File: src/rtl/bist_pkg.sv
// Shared definitions for the full-adder BIST loop (pattern source and
// response analyzer).
//   bist_state_e  : session FSM states
//   MISR_*_DEF    : default signature width / feedback taps / seed
//   ERR_NONE      : first-failure index value meaning "no failure seen"
package bist_pkg;

  typedef enum logic [1:0] {
    IDLE  = 2'd0,
    RUN   = 2'd1,
    CHECK = 2'd2,
    DONE  = 2'd3
  } bist_state_e;

  localparam int unsigned MISR_W_DEF    = 8;
  localparam logic [7:0]  MISR_POLY_DEF = 8'h1D;
  localparam logic [7:0]  MISR_SEED_DEF = 8'h01;
  localparam logic [7:0]  ERR_NONE      = 8'hFF;

endpackage

File: src/rtl/bist_misr.sv
// Multiple-input signature register.
//   clk, rst : clock, synchronous active-high reset (loads seed)
//   load     : load seed (session start)
//   en       : compact din into the signature this cycle
//   seed     : value loaded on rst/load
//   din      : parallel response word, XORed in after the shift
//   sig      : current signature
module bist_misr
  import bist_pkg::*;
#(
  parameter int unsigned          MISR_W    = MISR_W_DEF,
  parameter logic [MISR_W-1:0]    MISR_POLY = MISR_W'(MISR_POLY_DEF)
) (
  input  logic              clk,
  input  logic              rst,
  input  logic              load,
  input  logic              en,
  input  logic [MISR_W-1:0] seed,
  input  logic [MISR_W-1:0] din,
  output logic [MISR_W-1:0] sig
);

  logic [MISR_W-1:0] sig_q;
  logic [MISR_W-1:0] sig_next;

  always_comb begin
    sig_next = {sig_q[MISR_W-2:0], 1'b0} ^ (sig_q[MISR_W-1] ? MISR_POLY : '0) ^ din;
  end

  always_ff @(posedge clk) begin
    if (rst || load) begin
      sig_q <= seed;
    end else if (en) begin
      sig_q <= sig_next;
    end
  end

  assign sig = sig_q;

endmodule

File: src/rtl/bist_response_analyzer.sv
// Output-side analyzer of the 1-bit full-adder BIST loop. Checks each CUT
// response against a golden full-adder, counts mismatches, records the first
// failing pattern index and compacts responses into a MISR signature.
//   clk, rst           : clock, synchronous active-high reset
//   start              : begin a session (honoured in IDLE/DONE only)
//   resp_valid         : a/b/cin/sum/cout valid this cycle (used in RUN only)
//   a, b, cin          : echoed stimulus
//   sum, cout          : CUT response
//   golden_sig         : expected signature, sampled in CHECK
//   busy               : RUN or CHECK
//   done               : session finished, results valid
//   pass, sig_match    : verdicts, valid with done
//   err_count          : mismatching responses, saturates at 255
//   first_err_idx      : index of first mismatch, 8'hFF if none
//   signature          : current/final MISR value
module bist_response_analyzer
  import bist_pkg::*;
#(
  parameter int unsigned       MISR_W     = MISR_W_DEF,
  parameter logic [MISR_W-1:0] MISR_POLY  = MISR_W'(MISR_POLY_DEF),
  parameter logic [MISR_W-1:0] MISR_SEED  = MISR_W'(MISR_SEED_DEF),
  parameter int unsigned       N_PATTERNS = 8
) (
  input  logic              clk,
  input  logic              rst,
  input  logic              start,
  input  logic              resp_valid,
  input  logic              a,
  input  logic              b,
  input  logic              cin,
  input  logic              sum,
  input  logic              cout,
  input  logic [MISR_W-1:0] golden_sig,
  output logic              busy,
  output logic              done,
  output logic              pass,
  output logic              sig_match,
  output logic [7:0]        err_count,
  output logic [7:0]        first_err_idx,
  output logic [MISR_W-1:0] signature
);

  bist_state_e state_q, state_d;

  logic [7:0] idx_q;
  logic [7:0] err_q;
  logic [7:0] first_q;
  logic       pass_q;
  logic       match_q;

  logic start_ok;
  logic accept;
  logic last;
  logic exp_sum;
  logic exp_cout;
  logic mismatch;

  assign start_ok = start && ((state_q == IDLE) || (state_q == DONE));
  assign accept   = resp_valid && (state_q == RUN);
  assign last     = (idx_q == 8'(N_PATTERNS - 1));

  assign exp_sum  = a ^ b ^ cin;
  assign exp_cout = (a & b) | (a & cin) | (b & cin);
  assign mismatch = (sum != exp_sum) || (cout != exp_cout);

  always_ff @(posedge clk) begin
    if (rst) begin
      state_q <= IDLE;
    end else begin
      state_q <= state_d;
    end
  end

  always_comb begin
    state_d = state_q;
    busy    = 1'b0;
    done    = 1'b0;
    unique case (state_q)
      IDLE: begin
        if (start) state_d = RUN;
      end
      RUN: begin
        busy = 1'b1;
        if (accept && last) state_d = CHECK;
      end
      CHECK: begin
        busy    = 1'b1;
        state_d = DONE;
      end
      DONE: begin
        done = 1'b1;
        if (start) state_d = RUN;
      end
      default: state_d = IDLE;
    endcase
  end

  always_ff @(posedge clk) begin
    if (rst || start_ok) begin
      idx_q   <= '0;
      err_q   <= '0;
      first_q <= ERR_NONE;
      pass_q  <= 1'b0;
      match_q <= 1'b0;
    end else begin
      if (accept) begin
        idx_q <= idx_q + 8'd1;
        if (mismatch) begin
          if (err_q != 8'hFF) err_q <= err_q + 8'd1;
          if (first_q == ERR_NONE) first_q <= idx_q;
        end
      end
      // Signature is final while in CHECK: the last response was compacted
      // on the edge that entered CHECK.
      if (state_q == CHECK) begin
        match_q <= (signature == golden_sig);
        pass_q  <= (signature == golden_sig) && (err_q == 8'd0);
      end
    end
  end

  bist_misr #(
    .MISR_W    (MISR_W),
    .MISR_POLY (MISR_POLY)
  ) u_misr (
    .clk  (clk),
    .rst  (rst),
    .load (start_ok),
    .en   (accept),
    .seed (MISR_SEED),
    .din  ({{(MISR_W-2){1'b0}}, cout, sum}),
    .sig  (signature)
  );

  assign err_count     = err_q;
  assign first_err_idx = first_q;
  assign pass          = pass_q;
  assign sig_match     = match_q;

endmodule

File: config.mk
export PLATFORM = sky130hd
export DESIGN_NAME = bist_response_analyzer
export DESIGN_NICKNAME = d
export VERILOG_FILES = /design/src/rtl/bist_pkg.sv /design/src/rtl/bist_misr.sv /design/src/rtl/bist_response_analyzer.sv
export SDC_FILE = /design/constraint.sdc
export NUM_CORES = 1
export LEC_CHECK = 0
export ABC_AREA = 1
export CORE_MARGIN = 2
export CORE_UTILIZATION = 50
export DETAILED_ROUTE_END_ITERATION = 6
export PLACE_DENSITY = 0.8
export SETUP_SLACK_MARGIN = 0.1
export SYNTH_ARGS = -nofsm -noshare
export SYNTH_HDL_FRONTEND = slang
export SYNTH_SLANG_ARGS = --single-unit
export TNS_END_PERCENT = 1
File: constraint.sdc
create_clock -name clk -period 2.1 [get_ports clk]
set_input_delay 0.315 -clock clk [delete_from_list [all_inputs] [get_ports clk]]
set_output_delay 0.315 -clock clk [all_outputs]
set_load 0.02 [all_outputs]
* Yosys cells after proc, flatten, opt, wreduce, memory -nomap -nowiden *
Cells that the tools add are included.

storage, ports and cells
  bits in registers = 36
  bits of input ports = 17
  output and inout bits = 28
  logic and storage cells = 49

operators by class
  add/sub/neg operators = 2
  equality and inequality tests = 11
  mux-type cells = 6
  bitwise gates (word level) = 9
  reduce and logical (&&, ||, !) cells = 14

operators by type and width
  cell                                                                     number
  8-bit by 1-bit adder with 8-bit output, second input constant            2
  8-bit by 3-bit equality test with 1-bit output, second input constant    1
  8-bit equality test                                                      1
  8-bit equality test, second input constant                               1
  8-bit logical NOT                                                        1
  8-bit inequality test, second input constant                             1
  8-bit by 2-bit XOR with 8-bit output                                     1
  8-bit XOR                                                                1
  2-bit one-hot mux with 3 select lines                                    1
  3-bit AND reduction                                                      2
  5-bit 2-to-1 mux                                                         1
  2-bit equality test, second input constant                               2
  1-bit logical AND                                                        4
  2-bit 2-to-1 mux                                                         2
  2-bit by 1-bit inequality test with 1-bit output, second input constant  2
  2-bit OR reduction                                                       2
  1-bit AND                                                                3
  1-bit logical OR                                                         3
  2-bit by 1-bit equality test with 1-bit output, second input constant    1
  2-bit logical NOT                                                        1
  1-bit 2-to-1 mux                                                         2
  1-bit inequality test                                                    2
  1-bit OR                                                                 2
  2-bit AND reduction                                                      1
  1-bit XOR                                                                2

* Logic depth before layout (Yosys ltp) *
  word-level depth = 6
  mapped depth = 10
  mapped depth without buffers = 10

* Modules after synthesis *
A second synthesis with hierarchy kept.

unflattened totals
  cell total of the unflattened synthesis = 293
  area, all modules = 2078.2 um^2

modules (own cells, without submodules)
  module                  times used  cells each  area an instance (um^2)  sequential area each (um^2)
  bist_response_analyzer  1           235         1591.5                   560.5
  bist_misr               1           58          486.7                    240.2

* Least setup slack after synthesis *
No wires, ideal clock.

  kind = input port to flip-flop
  start = input port a
  end = register first_q[1], in the netlist first_err_idx[1]
  setup time = 0.122 ns
  arrival time = 1.490 ns
  required time = 1.978 ns
  slack = 0.489 ns
  stages on the path = 8
  buffers on the path = 1
  cell sequence = inv_1 > fa_1 > xor2_1 > nand2_1 > buf_4 > nand3_4 > nand2_1 > nand3_1

between the ends
  word-level cells in the longest chain between the ends = 6
  elaborated cells on any way between the ends = 10
  classes of those cells = 2 x eq/ne; 6 x bitwise; 2 x reduce/logical

RTL lines
  what                                      line                           RTL
  start: declaration                        bist_response_analyzer.sv:28   input logic a,
  1-bit AND                                 bist_response_analyzer.sv:63   assign exp_cout = (a & b) | (a & cin) | (b & cin);
  1-bit OR (2 in series)                    bist_response_analyzer.sv:63
  1-bit inequality test                     bist_response_analyzer.sv:64   assign mismatch = (sum != exp_sum) || (cout != exp_cout);
  1-bit logical OR (*)                      bist_response_analyzer.sv:64
  3-bit AND reduction (no source line) (*)  -
  end signal: assignment                    bist_response_analyzer.sv:110  if (first_q == ERR_NONE) first_q <= idx_q;
  end: declaration                          bist_response_analyzer.sv:47   logic [7:0] first_q;

Mark *: on every way between the ends. The rest lies on a longest branch, timed or not.
A chain may end at the register's enable or synchronous reset.

* Final worst setup path *
  start = register state_q[0]
  end = output port busy

between the ends
  word-level cells in the longest chain between the ends = 3
  elaborated cells on any way between the ends = 4
  classes of those cells = 2 x eq/ne; 1 x mux; 1 x reduce/logical

RTL lines
  what                                                                                   line                          RTL
  start: declaration                                                                     bist_response_analyzer.sv:43  bist_state_e state_q, state_d;
  start signal: assignment                                                               bist_response_analyzer.sv:70  state_q <= state_d;
  2-bit by 1-bit equality test with 1-bit output or 2-bit equality test (tied branches)  bist_response_analyzer.sv:78  unique case (state_q)
  2-bit OR reduction (no source line) (*)                                                -
  1-bit 2-to-1 mux (*)                                                                   bist_response_analyzer.sv:78
  end: declaration                                                                       bist_response_analyzer.sv:34  output logic busy,

Marks and branches as above.

==> flow_summary_export.csv <==
group,metric,value,unit
sta,slew_violations,0,
sta,fmax,565,MHz
finish,diodes,0,
clock_tree,ctsLongestPathBuffers,2,
global_route,antenna_found_initial,0,
logic_synthesis,synth_fp_nets,301,
finish,area_growth,31.3,%
clock_tree,cts_sinks,36,
outcome,run_status,"complete, no violations",
logic_synthesis,synth_cells,277,
clock_tree,htree_levels,2,
sta,min_period,1770,ps
sta,clock_skew,5.85,ps
floorplanning,ios,45,
clock_tree,clk_latency,280,ps
logic_synthesis,synth_common_cells,"nand2_1 (78), inv_1 (37), dfxtp_1 (36)",
detailed_routing,drtAntennaViolNets,0,
logic_synthesis,synth_edf_count,0,
detailed_routing,num_vias,1874,
setup_path,end_kind,"output port",
clock_tree,cts_root_buf,"clkbuf_8",
setup_path,critPathRequiredTime,1780,ps
placement,pre_cts_slack,-79.9,ps
logic_synthesis,synth_cell_types,34,
global_route,gr-max-usage-layer,"met2",
setup_path,worstPathArrival,1460,ps
clock_tree,cts_setup_buffers,0,
global_route,grt_use_met2,35.6,%
floorplanning,die_height,66.9,um
sta,relSlewSlack,75.0,%
detailed_routing,firstDrtPassIters,4,
global_route,grt_use_total,21.2,%
detailed_routing,post_drt_wl_per_cell,11.6,um
detailed_routing,drcViolationCount,0,
logic_synthesis,synth-seq-cells,36,
detailed_routing,routed_via_density,5.05,
finish,fillers,350,
sta,holdWs,483,ps
floorplanning,initial_core_util,52.8,%
power,ir_worst_vdd,502,uV
floorplanning,core,3740,um^2
sta,fin_crit_sh,84.3,%
finish,final_nets,347,
logic_synthesis,yosysTopAreaCell,"dfxtp_1",
logic_synthesis,synth_area,1980,um^2
sta,worstMarginPinSlew,374,ps
global_route,grt_use_met1,24.7,%
clock_tree,cts_buffers,5,
global_route,gr-total-overflow,0,
clock_tree,clkTransAtPathRegs,70,ps
setup_path,path_class,"reg2out",
logic_synthesis,yosysWarnings,0,
placement,place_congestion,0.746,
power,leakagePower,1.17,nW
detailed_routing,drtIter0Drc,109,
run,max_cap_viol_count,0,
global_route,grt_pass1_wl,7.13,mm
logic_synthesis,yosysTopAreaCellShare,36.4,%
detailed_routing,totalWireLength,4.31,mm
power,powerDensity,853,nW/um^2
logic_synthesis,syn_avg_cell_area,7.14,um^2
finish,multi_input_area,1080,um^2
global_route,grt.met3_usage,6.25,%
logic_synthesis,synth.most_common_cell,"nand2_1",
floorplanning,placementRows,22,
sta,hold_viol,0,
sta,worst_slack,329,ps
floorplanning,fp.dieArea,4480,um^2
logic_synthesis,async_reset_ff_share,0,%
sta,rsz0062_at_grt,"false",
setup_path,start_kind,"flop",
min_path,hp-class,"reg2reg",
placement,place_hpwl,3.21,mm
sta,finalSetupViolCount,0,
finish,seqCellArea,721,um^2
floorplanning,die_w,66.9,um
finish,drive_gt1_share,13.0,%
setup_path,worstPathMaxFanout,4,
clock_tree,hold_buffers,0,
logic_synthesis,ys.flop_type,"dfxtp_1",
placement,io_buffer_count,44,
clock_tree,cts_tree,"done",
logic_synthesis,ys_seq_area_share,36.4,%
global_route,grt_pass1_vias,1741,
logic_synthesis,synth_area_leaders,"dfxtp_1 (36%), nand2_1 (15%), a21oi_1 (7.1%), inv_1 (7.0%), nand3_1 (4.6%)",
global_route,grt_max_degree,20,
power breakdown:
part           internal [W]  total [W]  switching, W
combinational      0.000332   0.000872      0.000540
sequential         0.000760   0.000826     0.0000665
clock              0.000292   0.000517      0.000225
cell type report:
| cell class | instances | area share [%] |
|---|---|---|
| flip-flops and latches | 36 | 27.7 |
| inverters | 43 | 6.26 |
| clock buffers | 7 | 3.71 |
| multi-input cells | 189 | 41.5 |
| well taps | 48 | 2.31 |
| repair buffers | 48 | 18.5 |
layout by cell type, fill, tap and decap left out, drive strengths merged:
| master | n |
|---|---|
| xor2 | 6 |
| dlymetal6s2s | 3 |
| fa | 1 |
| o21ai | 8 |
| clkbuf | 7 |
| nor2 | 13 |
| clkdlybuf4s50 | 40 |
| dfxtp | 36 |
| nand4 | 12 |
| xnor2 | 3 |
| nand3b | 1 |
| clkinv | 2 |
| buf | 4 |
| or2 | 2 |
| nand2 | 80 |
| nor3 | 3 |
| a221oi | 4 |
| a21oi | 29 |
| dlygate4sd2 | 1 |
| nand3 | 20 |
| inv | 41 |
| o211ai | 1 |
| ha | 6 |
worst paths after layout:
kind                    start                to  slack (ps)  cells past startpoint
min reg2reg  first_err_idx[0]  first_err_idx[0]         480                      2
max                state_q[0]              busy         330                      4
min          first_err_idx[0]  first_err_idx[0]         480                      2
max reg2reg        state_q[1]      err_count[5]         370                      7
routing by layer:
| metal | vias up | part of all wire (%) |
|---|---|---|
| li1 | 992 | - |
| met1 | 825 | 45 |
| met2 | 48 | 47 |
| met3 | 9 | 5.4 |
| met4 | 0 | 2.1 |
| met5 | - | 0 |
flip-flops by register name, summed over array words and instances (netlist names):
| signal | count |
|---|---|
| sig_match | 1 |
| first_err_idx | 8 |
| err_count | 8 |
| u_misr.sig | 8 |
| state_q | 2 |
| pass | 1 |
| idx_q | 8 |
repair_timing:
action | 4_1_cts | 5_1_grt
gates cloned | 0 | 0
resized for setup | 1 | 18
setup endpoints to repair | 1 | 2
pin swaps | 0 | 7
per-stage QoR:
step / power, W / std cells / cell area [um^2] / util, % / TNS, ps
after floorplan: 0.00142 / 277 / 1980 / - / 0
final: 0.00222 / 371 / 2600 / 69.4 / 0
after global placement: 0.00169 / 364 / 2450 / 65.5 / -179
after CTS: 0.00221 / 371 / 2550 / 68.0 / 0
after detailed placement: 0.00171 / 364 / 2450 / 65.5 / -730
after global routing: 0.00237 / 371 / 2600 / 69.4 / 0
worst max-delay path, cell delays in order (launching register included):
cell           delay, ps
dfxtp_1              370
inv_1                 60
ha_1                 320
inv_1                 90
dlygate4sd2_1        330
kinds of logic after synthesis:
kind of cell,after synthesis,synth area share [%]
adder cells (fa/ha/maj),7,4.81
AND/OR/NAND/NOR,131,32.0
AO/OA/AOI/OAI,42,11.7
buffers and inverters,52,11.1
XOR/XNOR,9,3.99
flip-flops,36,36.4
No activity file was read; power rests on OpenSTA's default activity.
